==> src/rtl/z_pack_pkg.sv <==
// Shared types for the z-bit frame packer: frame record, count width and packer state.
package z_pack_pkg;

  localparam int unsigned FRAME_W = 8;
  localparam int unsigned LW      = $clog2(FRAME_W + 1);

  typedef struct packed {
    logic [FRAME_W-1:0] data;
    logic [LW-1:0]      len;
    logic [LW-1:0]      ones;
  } frame_t;

  typedef enum logic {
    COLLECT = 1'b0,
    PARTIAL = 1'b1
  } pack_state_e;

endpackage

==> src/rtl/z_frame_fifo.sv <==
// Synchronous FIFO of frame_t records. Full-FIFO push is accepted only alongside a pop.
module z_frame_fifo
  import z_pack_pkg::*;
#(
  parameter int unsigned DEPTH = 4,
  localparam int unsigned PW   = $clog2(DEPTH),
  localparam int unsigned LVW  = $clog2(DEPTH + 1)
) (
  input  logic           clk,
  input  logic           reset,
  input  logic           push_i,
  input  frame_t         wr_frame_i,
  input  logic           pop_i,
  output frame_t         rd_frame_o,
  output logic           full_o,
  output logic           empty_o,
  output logic [LVW-1:0] level_o
);

  frame_t         mem_q [DEPTH];
  logic [PW-1:0]  wr_ptr_q, rd_ptr_q;
  logic [LVW-1:0] level_q, level_d;
  logic           do_push, do_pop;

  assign empty_o = (level_q == '0);
  assign full_o  = (level_q == LVW'(DEPTH));
  assign level_o = level_q;

  assign do_pop  = pop_i & ~empty_o;
  assign do_push = push_i & (~full_o | do_pop);

  // Head is masked while empty so the stream outputs read zero after reset.
  assign rd_frame_o = empty_o ? '0 : mem_q[rd_ptr_q];

  always_comb begin
    level_d = level_q;
    case ({do_push, do_pop})
      2'b10:   level_d = level_q + LVW'(1);
      2'b01:   level_d = level_q - LVW'(1);
      default: level_d = level_q;
    endcase
  end

  // NOTE: sequential state uses non-blocking assignments so every register samples pre-edge values.
  always_ff @(posedge clk) begin
    if (reset) begin
      wr_ptr_q <= '0;
      rd_ptr_q <= '0;
      level_q  <= '0;
    end else begin
      if (do_push) wr_ptr_q <= wr_ptr_q + PW'(1);
      if (do_pop)  rd_ptr_q <= rd_ptr_q + PW'(1);
      level_q <= level_d;
    end
  end

  // NOTE: storage is not reset; pointers and level define validity, and reset-free RAM maps to memory cells.
  always_ff @(posedge clk) begin
    if (do_push) mem_q[wr_ptr_q] <= wr_frame_i;
  end

endmodule

==> src/rtl/z_frame_packer.sv <==
// Packs qualified serial z bits LSB-first into frames, buffers them and streams them out
// with valid/ready, counting frames dropped on overflow. WIDTH must equal FRAME_W.
module z_frame_packer
  import z_pack_pkg::*;
#(
  parameter int unsigned WIDTH = FRAME_W,
  parameter int unsigned DEPTH = 4,
  parameter int unsigned CNTW  = 16,
  localparam int unsigned LVW  = $clog2(DEPTH + 1)
) (
  input  logic             clk,
  input  logic             reset,
  input  logic             z_valid,
  input  logic             z,
  input  logic             flush,
  output logic             m_valid,
  input  logic             m_ready,
  output logic [WIDTH-1:0] m_data,
  output logic [LW-1:0]    m_len,
  output logic [LW-1:0]    m_ones,
  output logic [LVW-1:0]   level,
  output logic             overflow,
  output logic [CNTW-1:0]  drop_count
);

  pack_state_e      state_q, state_d;
  logic [WIDTH-1:0] acc_q, acc_d, acc_next;
  logic [LW-1:0]    bit_cnt_q, bit_cnt_d, cnt_next;
  logic [LW-1:0]    ones_cnt_q, ones_cnt_d, ones_next;
  logic             overflow_q;
  logic [CNTW-1:0]  drop_cnt_q;

  logic             full_close, flush_close, close;
  logic             pop, push, drop, push_ok;
  logic             fifo_full, fifo_empty;
  frame_t           push_frame, head_frame;

  // Same-cycle z bit is folded in before any close so a flush can carry it.
  assign acc_next  = acc_q | (WIDTH'(z_valid & z) << bit_cnt_q);
  assign cnt_next  = bit_cnt_q + LW'(z_valid);
  assign ones_next = ones_cnt_q + LW'(z_valid & z);

  assign full_close  = z_valid && (bit_cnt_q == LW'(WIDTH - 1));
  assign flush_close = flush && ((state_q == PARTIAL) || z_valid);
  assign close       = full_close || flush_close;

  assign push_frame = '{data: acc_next, len: cnt_next, ones: ones_next};

  assign m_valid = ~fifo_empty;
  assign pop     = m_valid & m_ready;
  assign push_ok = ~fifo_full | pop;
  assign push    = close & push_ok;
  assign drop    = close & ~push_ok;

  always_comb begin
    state_d    = state_q;
    acc_d      = acc_q;
    bit_cnt_d  = bit_cnt_q;
    ones_cnt_d = ones_cnt_q;
    if (close) begin
      state_d    = COLLECT;
      acc_d      = '0;
      bit_cnt_d  = '0;
      ones_cnt_d = '0;
    end else if (z_valid) begin
      state_d    = PARTIAL;
      acc_d      = acc_next;
      bit_cnt_d  = cnt_next;
      ones_cnt_d = ones_next;
    end
  end

  always_ff @(posedge clk) begin
    if (reset) begin
      state_q    <= COLLECT;
      acc_q      <= '0;
      bit_cnt_q  <= '0;
      ones_cnt_q <= '0;
      overflow_q <= 1'b0;
      drop_cnt_q <= '0;
    end else begin
      state_q    <= state_d;
      acc_q      <= acc_d;
      bit_cnt_q  <= bit_cnt_d;
      ones_cnt_q <= ones_cnt_d;
      if (drop) begin
        overflow_q <= 1'b1;
        if (drop_cnt_q != '1) drop_cnt_q <= drop_cnt_q + CNTW'(1);
      end
    end
  end

  z_frame_fifo #(
    .DEPTH (DEPTH)
  ) u_fifo (
    .clk        (clk),
    .reset      (reset),
    .push_i     (push),
    .wr_frame_i (push_frame),
    .pop_i      (pop),
    .rd_frame_o (head_frame),
    .full_o     (fifo_full),
    .empty_o    (fifo_empty),
    .level_o    (level)
  );

  assign m_data     = head_frame.data;
  assign m_len      = head_frame.len;
  assign m_ones     = head_frame.ones;
  assign overflow   = overflow_q;
  assign drop_count = drop_cnt_q;

endmodule

==> config.mk <==
export PLATFORM = sky130hd
export DESIGN_NAME = z_frame_packer
export DESIGN_NICKNAME = d
export VERILOG_FILES = /design/src/rtl/z_pack_pkg.sv /design/src/rtl/z_frame_fifo.sv /design/src/rtl/z_frame_packer.sv
export SDC_FILE = /design/constraint.sdc
export NUM_CORES = 1
export LEC_CHECK = 0
export ABC_AREA = 1
export ABC_CLOCK_PERIOD_IN_PS = 2540
export CAP_MARGIN = 20
export CORE_ASPECT_RATIO = 2
export CORE_MARGIN = 2
export CORE_UTILIZATION = 57
export DETAILED_ROUTE_END_ITERATION = 12
export PLACE_DENSITY = 0.79
export REMOVE_ABC_BUFFERS = 1
export SKIP_CTS_REPAIR_TIMING = 1
export SLEW_MARGIN = 10
export SYNTH_ARGS = -nofsm -noshare
export SYNTH_HDL_FRONTEND = slang
export SYNTH_SLANG_ARGS = --single-unit
export TNS_END_PERCENT = 100
==> constraint.sdc <==
create_clock -name clk -period 2.54 [get_ports clk]
set_clock_uncertainty 0.1 [all_clocks]
set_input_delay 0.508 -clock clk [delete_from_list [all_inputs] [get_ports clk]]
set_output_delay 0.508 -clock clk [all_outputs]
set_load 0.1 [all_outputs]
==> results of run 1 <==
-- flip-flops by register name, indices dropped and copies added, names as in the netlist, named ones only --
register / cells
overflow: 1
u_fifo.wr_ptr_q: 2
u_fifo.mem_q: 64
bit_cnt_q: 4
u_fifo.rd_ptr_q: 2
ones_cnt_q: 4
acc_q: 8
u_fifo.level_o: 3
drop_count: 16
state_q: 1
-- layer usage --
layer	vias up	part of all wire
li1	1852	-
met5	-	0
met4	0	0.038
met2	115	0.56
met3	26	0.040
met1	1764	0.36
-- path summary, 6_finish.rpt --
| check | end | start |
|---|---|---|
| min | acc_q[6] | acc_q[6] |
| max reg2reg | u_fifo.level_o[2] | bit_cnt_q[3] |
| max | m_data[4] | flip-flop |
| min reg2reg | acc_q[6] | acc_q[6] |
-- power groups by stage --
stage                     combinational, mW  clock (mW)  sequential, mW
after global placement                 2.60           0            2.00
after floorplan                        1.48           0            2.21
after global routing                   2.75        1.43            1.98
final                                  2.64        1.34            1.97
after detailed placement               2.64           0            2.00
after CTS                              2.65        1.37            1.97
-- layout make-up --
class / count / area share
Tap cell: 98 / 0.0209
Multi-Input combinational cell: 356 / 0.291
Inverter: 57 / 0.0367
Timing Repair Buffer: 63 / 0.128
Clock inverter: 6 / 0.0109
Sequential cell: 107 / 0.474
Clock buffer: 10 / 0.0390
-- cell usage after synthesis, drive strengths merged --
library cell and number:
a21oi 37, buf 8, clkbuf 9, clkinv 1, dfxtp 43, edfxtp 64, fa 1, ha 10
inv 56, nand2 84, nand3 10, nand4 6, nor2 140, nor3 1, o21ai 55, o21bai 2
xnor2 2, xor2 8
-- kinds of logic after synthesis --
kind of cell,synth area share
and+or+nand+nor,0.208
DFF,0.582
AOI/OAI and AO/OA,0.0994
buffers and inverters,0.0623
adders and majority gates,0.0303
xor gates and xnor gates,0.0183
-- worst max-delay path, cell delays in order, from the launching register on --
cell     delay [ns]
dfxtp_1        0.37
buf_4          0.25
nor2_1         0.07
nor2_1         0.09
o21ai_0        0.13
a21oi_1        0.32
buf_12         0.22
-- per-stage QoR --
step	instances	area, um2	util	hold WS (ns)	setup slack, ns
finish	697	5870	0.713	0.363	0.136
global placement	681	5570	0.677	0.341	-0.0304
global route	697	5870	0.713	0.396	0.0112
CTS	697	5860	0.712	0.364	0.122
detailed placement	681	5570	0.677	0.350	-0.156
floorplan	520	4700	-	0.324	-0.954
-- placed cells by master, fill, tap and decap left out, types with 3 or more instances in the layout --
master,n
nor2_1,134
nand2_1,79
edfxtp_1,64
inv_1,53
o21ai_0,47
dfxtp_1,43
a21oi_1,37
buf_4,37
buf_12,21
nand3_1,10
ha_1,10
clkbuf_16,9
xor2_1,8
o21ai_1,7
nand4_1,6
clkdlybuf4s50_1,5
inv_2,3
nor2_2,3
nand2_2,3
==> results.txt, run 1 <==
outcome: finished clean
Seq/Total Area, Yosys: 0.582
max cap viols: 0
Synth area leaders: edfxtp_1 (40%), dfxtp_1 (18%), nor2_1 (11%), nand2_1 (6.2%), o21ai_0 (4.9%)
Buffers on Ports: 42
Comb pwr share: 0.444
clk buf depth: 2
first-pass GRT wire length: 16,000 um
Final nets: 611
Slew HR: 0.619
Slew Viols, Final: 0
Routed WL: 10,100 um
Synth Register Bits: 107
R2R Setup Slk: 0.41 ns
Detail Placement HPWL: 7200 um
1st-iter DRT viols: 227
Overall Global Routing Usage: 0.235
gr busiest metal: met2
final worst path period share: 0.946
H-tree depth: 3
CTS root buffer: clkbuf_16
GR Util met2: 0.431
Reg clk slew, reported paths: 0.06 ns
Synth Cell Area: 0.00478 mm2
antenna viol nets, final: 0
Syn. warnings: 0
CP Max Fanout: 18
Power Total: 5.96 mW
crit start category: flip-flop
Switching Fraction: 0.417
kind of critical path: reg2out
Hold Path Depth: 2
Vert. Die Dim: 134 um
GR Util met3: 0.0481
WP data required: 1.93 ns
layout cells sized above 1: 0.147
number of global-route vias before repair: 3,642
pwr dens: 1020 mW/mm2
worst hold path class: reg2reg
min Tclk post-route: 2.40 ns
Arrival @ worst endpoint: 1.80 ns
sequential share of power: 0.330
RSZ-0062 raised after global routing: no
Core ar.: 0.00823 mm2
P_int: 3.47 mW
Yosys cell types: 27
filler cell count in the final layout: 623
worst-skew pair later-pin latency: 0.34 ns
leading area contributor after synthesis: edfxtp_1
pin count of the biggest net entering global routing: 33
setup TNS: 0 ns
area grow syn2layout: 22.7%
Final setup viols: 0
# IOs: 43
row count: 47
chip width: 68.8 um
VDD IR max: 0.000649 V
Initial Utilization: 0.581
Synth top area share: 0.402
DR vias: 3,757
Psw: 2.49 mW
initial antenna violation count: 0
worst-margin pin slew: 0.571 ns
area occupied by multi-input gates: 0.00171 mm2
TritonRoute pass-1 iters: 5
die area: 0.00918 mm2
GRT overflow: 0
Hold Violations, Final: 0
syn avg cell area: 8.91 um2
gpl congestion: 0.837
endpoint class of the critical path: primary output
R2R cell count: 11
total CTS buffers: 9
DRC violations left: 0
Cells after Synth: 537
clock sink count: 107
Inserted Diodes: 0
GRT met1 Usage: 0.230
Seq. cell area: 0.00278 mm2
CTS tree: yes
routed len/inst: 14.5 um
fmax: 416 MHz
P_leak: 2.39 nW
Via density: 5.39
Clk pwr share: 0.226
Note: power is estimated with default switching activity, not from simulation.
==> run 2, diff against run 1 <==
--- a/config.mk
+++ b/config.mk
@@ -5,7 +5,6 @@
 export SDC_FILE = /design/constraint.sdc
 export NUM_CORES = 1
 export LEC_CHECK = 0
-export ABC_AREA = 1
 export ABC_CLOCK_PERIOD_IN_PS = 2540
 export CAP_MARGIN = 20
 export CORE_ASPECT_RATIO = 2
==> results.txt, run 2 <==
Psw: 2.38 mW (-4.4%)
clock sink count: 107 (unchanged)
endpoint class of the critical path: primary output
VDD IR max: 0.00114 V (+76%)
Cells after Synth: 334 (-38%)
RSZ-0062 raised after global routing: no
routed len/inst: 18.5 um (+27%)
Clk pwr share: 0.223 (-0.003)
Seq/Total Area, Yosys: 0.614 (+0.0323)
filler cell count in the final layout: 517 (-17%)
most frequent cells in the layout: edfxtp_1 (64), dfxtp_1 (43), buf_4 (41)
Arrival @ worst endpoint: 1.84 ns (+0.04 ns)
Synth area leaders: edfxtp_1 (42%), dfxtp_1 (19%), mux4_2 (8.0%), nor2_1 (3.0%), ha_1 (2.8%)
number of flip-flops under the largest register name: 64 (unchanged)
Overall Global Routing Usage: 0.235 (about the same)
leading area contributor after synthesis: edfxtp_1
pin count of the biggest net entering global routing: 28 (-15%)
TritonRoute pass-1 iters: 4 (-1)
outcome: finished clean
most frequent cell after synthesis: edfxtp_1
min Tclk post-route: 2.44 ns (+0.0393 ns)
WP data required: 1.93 ns (about the same)
row count: 46 (-2.1%)
Synth Register Bits: 107 (unchanged)
Inserted Diodes: 0 (unchanged)
P_leak: 2.23 nW (-6.9%)
R2R cell count: 10 (-1)
chip width: 67.1 um (-2.5%)
CTS tree: yes
Initial Utilization: 0.579 (-0.00204)
Switching Fraction: 0.395 (-0.0228)
first-pass GRT wire length: 14,900 um (-7.1%)
Synth Cell Area: 0.00453 mm2 (-5.3%)
GRT overflow: 0 (unchanged)
number of flops mapped to enable cells by yosys: 64 (unchanged)
Worst Min Path Start: overflow
Reg clk slew, reported paths: 0.07 ns (about the same)
Yosys cell types: 42 (+56%)
worst r2r src: bit_cnt_q[1]
crit start category: flip-flop
pre-CTS setup slack: -0.454 ns (-0.298 ns)
reg2reg end: u_fifo.level_o[2]
DR vias: 2,918 (-22%)
Detail Placement HPWL: 6280 um (-13%)
Syn. warnings: 0 (unchanged)
sequential share of power: 0.329 (about the same)
die area: 0.00872 mm2 (-5.0%)
worst-margin pin slew: 0.589 ns (+0.0180 ns)
R2R Setup Slk: 0.13 ns (-0.28 ns)
Inst Count DP: 484 (-29%)
Cell Count, Final, Fillers Out: 500 (-28%)
worst-skew pair later-pin latency: 0.34 ns (about the same)
Final nets: 416 (-32%)
Worst Hold Path EP: overflow
Final setup viols: 0 (unchanged)
gpl congestion: 0.870 (+3.9%)
register name with the most flops: u_fifo.mem_q
max cap viols: 0 (unchanged)
syn avg cell area: 13.6 um2 (+52%)
Routed WL: 9230 um (-9.0%)
1st-iter DRT viols: 137 (-40%)
fin util: 0.727 (+0.0137)
kind of critical path: reg2out
worst hold path class: reg2reg
finished layout cell area: 0.00569 mm2 (-3.1%)
layout cells sized above 1: 0.257 (+0.111)
number of global-route vias before repair: 2,896 (-20%)
Synth top area share: 0.424 (+0.0223)
Main synth FF type: edfxtp_1
CP Max Fanout: 7 (-11)
Core ar.: 0.00783 mm2 (-4.9%)
initial antenna violation count: 0 (unchanged)
CTS root buffer: clkbuf_16
final worst path period share: 0.962 (+0.0155)
# IOs: 43 (unchanged)
area grow syn2layout: 25.5%
fmax: 409 MHz (-1.6%)
Via density: 5.84 (+8.3%)
Vert. Die Dim: 130 um (-2.6%)
Slew HR: 0.597 (-0.0217)
most common cell after layout, fill and taps aside: edfxtp_1
H-tree depth: 3 (unchanged)
dpl cell area: 0.00538 mm2 (-3.4%)
clk buf depth: 2 (unchanged)
total CTS buffers: 9 (unchanged)
Buffers on Ports: 42 (unchanged)
final worst-path setup slack: 0.0966 ns (-0.0393 ns)
Slew Viols, Final: 0 (unchanged)
asr flop ratio synth: 0 (unchanged)
Hold Path Depth: 2 (unchanged)
Comb pwr share: 0.448 (+0.004)
DRC violations left: 0 (unchanged)
Hold Violations, Final: 0 (unchanged)
pwr dens: 1060 mW/mm2 (+4.4%)
top cells by count, synth: edfxtp_1 (64), dfxtp_1 (43), nor2_1 (36)
antenna viol nets, final: 0 (unchanged)
P_int: 3.65 mW (+5.1%)
Power Total: 6.03 mW (+1.2%)
==> run 2: cell count changes after synthesis, moves of 6 or more <==
cell,delta
inv_1,-42
o21ai_1,-8
xnor2_1,+9
and3_1,+11
nor2b_1,+10
a21o_1,+6
and2_1,+17
a21oi_1,-29
nand2_1,-69
mux4_2,+16
o21ai_0,-45
nor2_1,-98
==> run 2: worst max-delay path by stage <==
| stage | from | end | slack (ns) | cells past startpoint |
|---|---|---|---|---|
| finish | flip-flop | m_ones[3] | 0.1 | 4 |
| global placement | z_valid | u_fifo.level_o[2] | -0.32 | 11 |
| global route | bit_cnt_q[0] | u_fifo.level_o[2] | 0.01 | 10 |
| CTS | z_valid | u_fifo.level_o[2] | -0.10 | 11 |
| detailed placement | z_valid | u_fifo.level_o[2] | -0.45 | 11 |
| floorplan | u_fifo.level_o[0] | u_fifo.level_o[2] | -1.08 | 8 |
==> run 2: layout make-up <==
type | count | area [um2] | share of cell area
Inverter | 11 | 41.3 | 0.00726
Tap cell | 96 | 120 | 0.0211
Timing Repair Buffer | 68 | 795 | 0.140
Clock buffer | 10 | 229 | 0.0403
Multi-Input combinational cell | 202 | 1650 | 0.291
Clock inverter | 6 | 65.1 | 0.0114
Sequential cell | 107 | 2780 | 0.489
==> run 2: worst max-delay path, cell delays in order, from the launching register on <==
cell and delay (ns):
dfxtp_1 0.38, buf_4 0.22, mux4_2 0.52, and2_1 0.20
buf_12 0.17
==> run 2: logic make-up after synthesis <==
logic type,share of synthesized area
compound gates,0.0503
xor+xnor,0.0406
fa+ha+maj,0.0320
buf+inv,0.0215
flops,0.614
mux,0.0955
simple gates,0.146
==> run 2: power by group through the flow <==
| stage | Combinational, mW | Sequential, mW | Clock (mW) |
|---|---|---|---|
| 2_1_floorplan | 1.52 | 2.20 | 0 |
| 3_3_place_gp | 2.65 | 2.00 | 0 |
| 3_5_place_dp | 2.71 | 2.02 | 0 |
| 4_1_cts | 2.72 | 1.98 | 1.37 |
| 5_1_grt | 2.81 | 1.99 | 1.45 |
| 6_report | 2.70 | 1.98 | 1.35 |
==> run 2: per-stage QoR <==
step           setup TNS, ns  hold WS (ns)
3_5_place_dp           -2.25         0.360
2_1_floorplan         -18.73         0.367
3_3_place_gp          -0.550         0.359
6_report                   0         0.372
5_1_grt                    0         0.472
4_1_cts               -0.105         0.378
==> run 2: layer usage <==
metal,wire length [um],GRT usage
met4,240,0.0984
met3,356,0.0509
met5,0,0
met1,3720,0.308
met2,4910,0.378
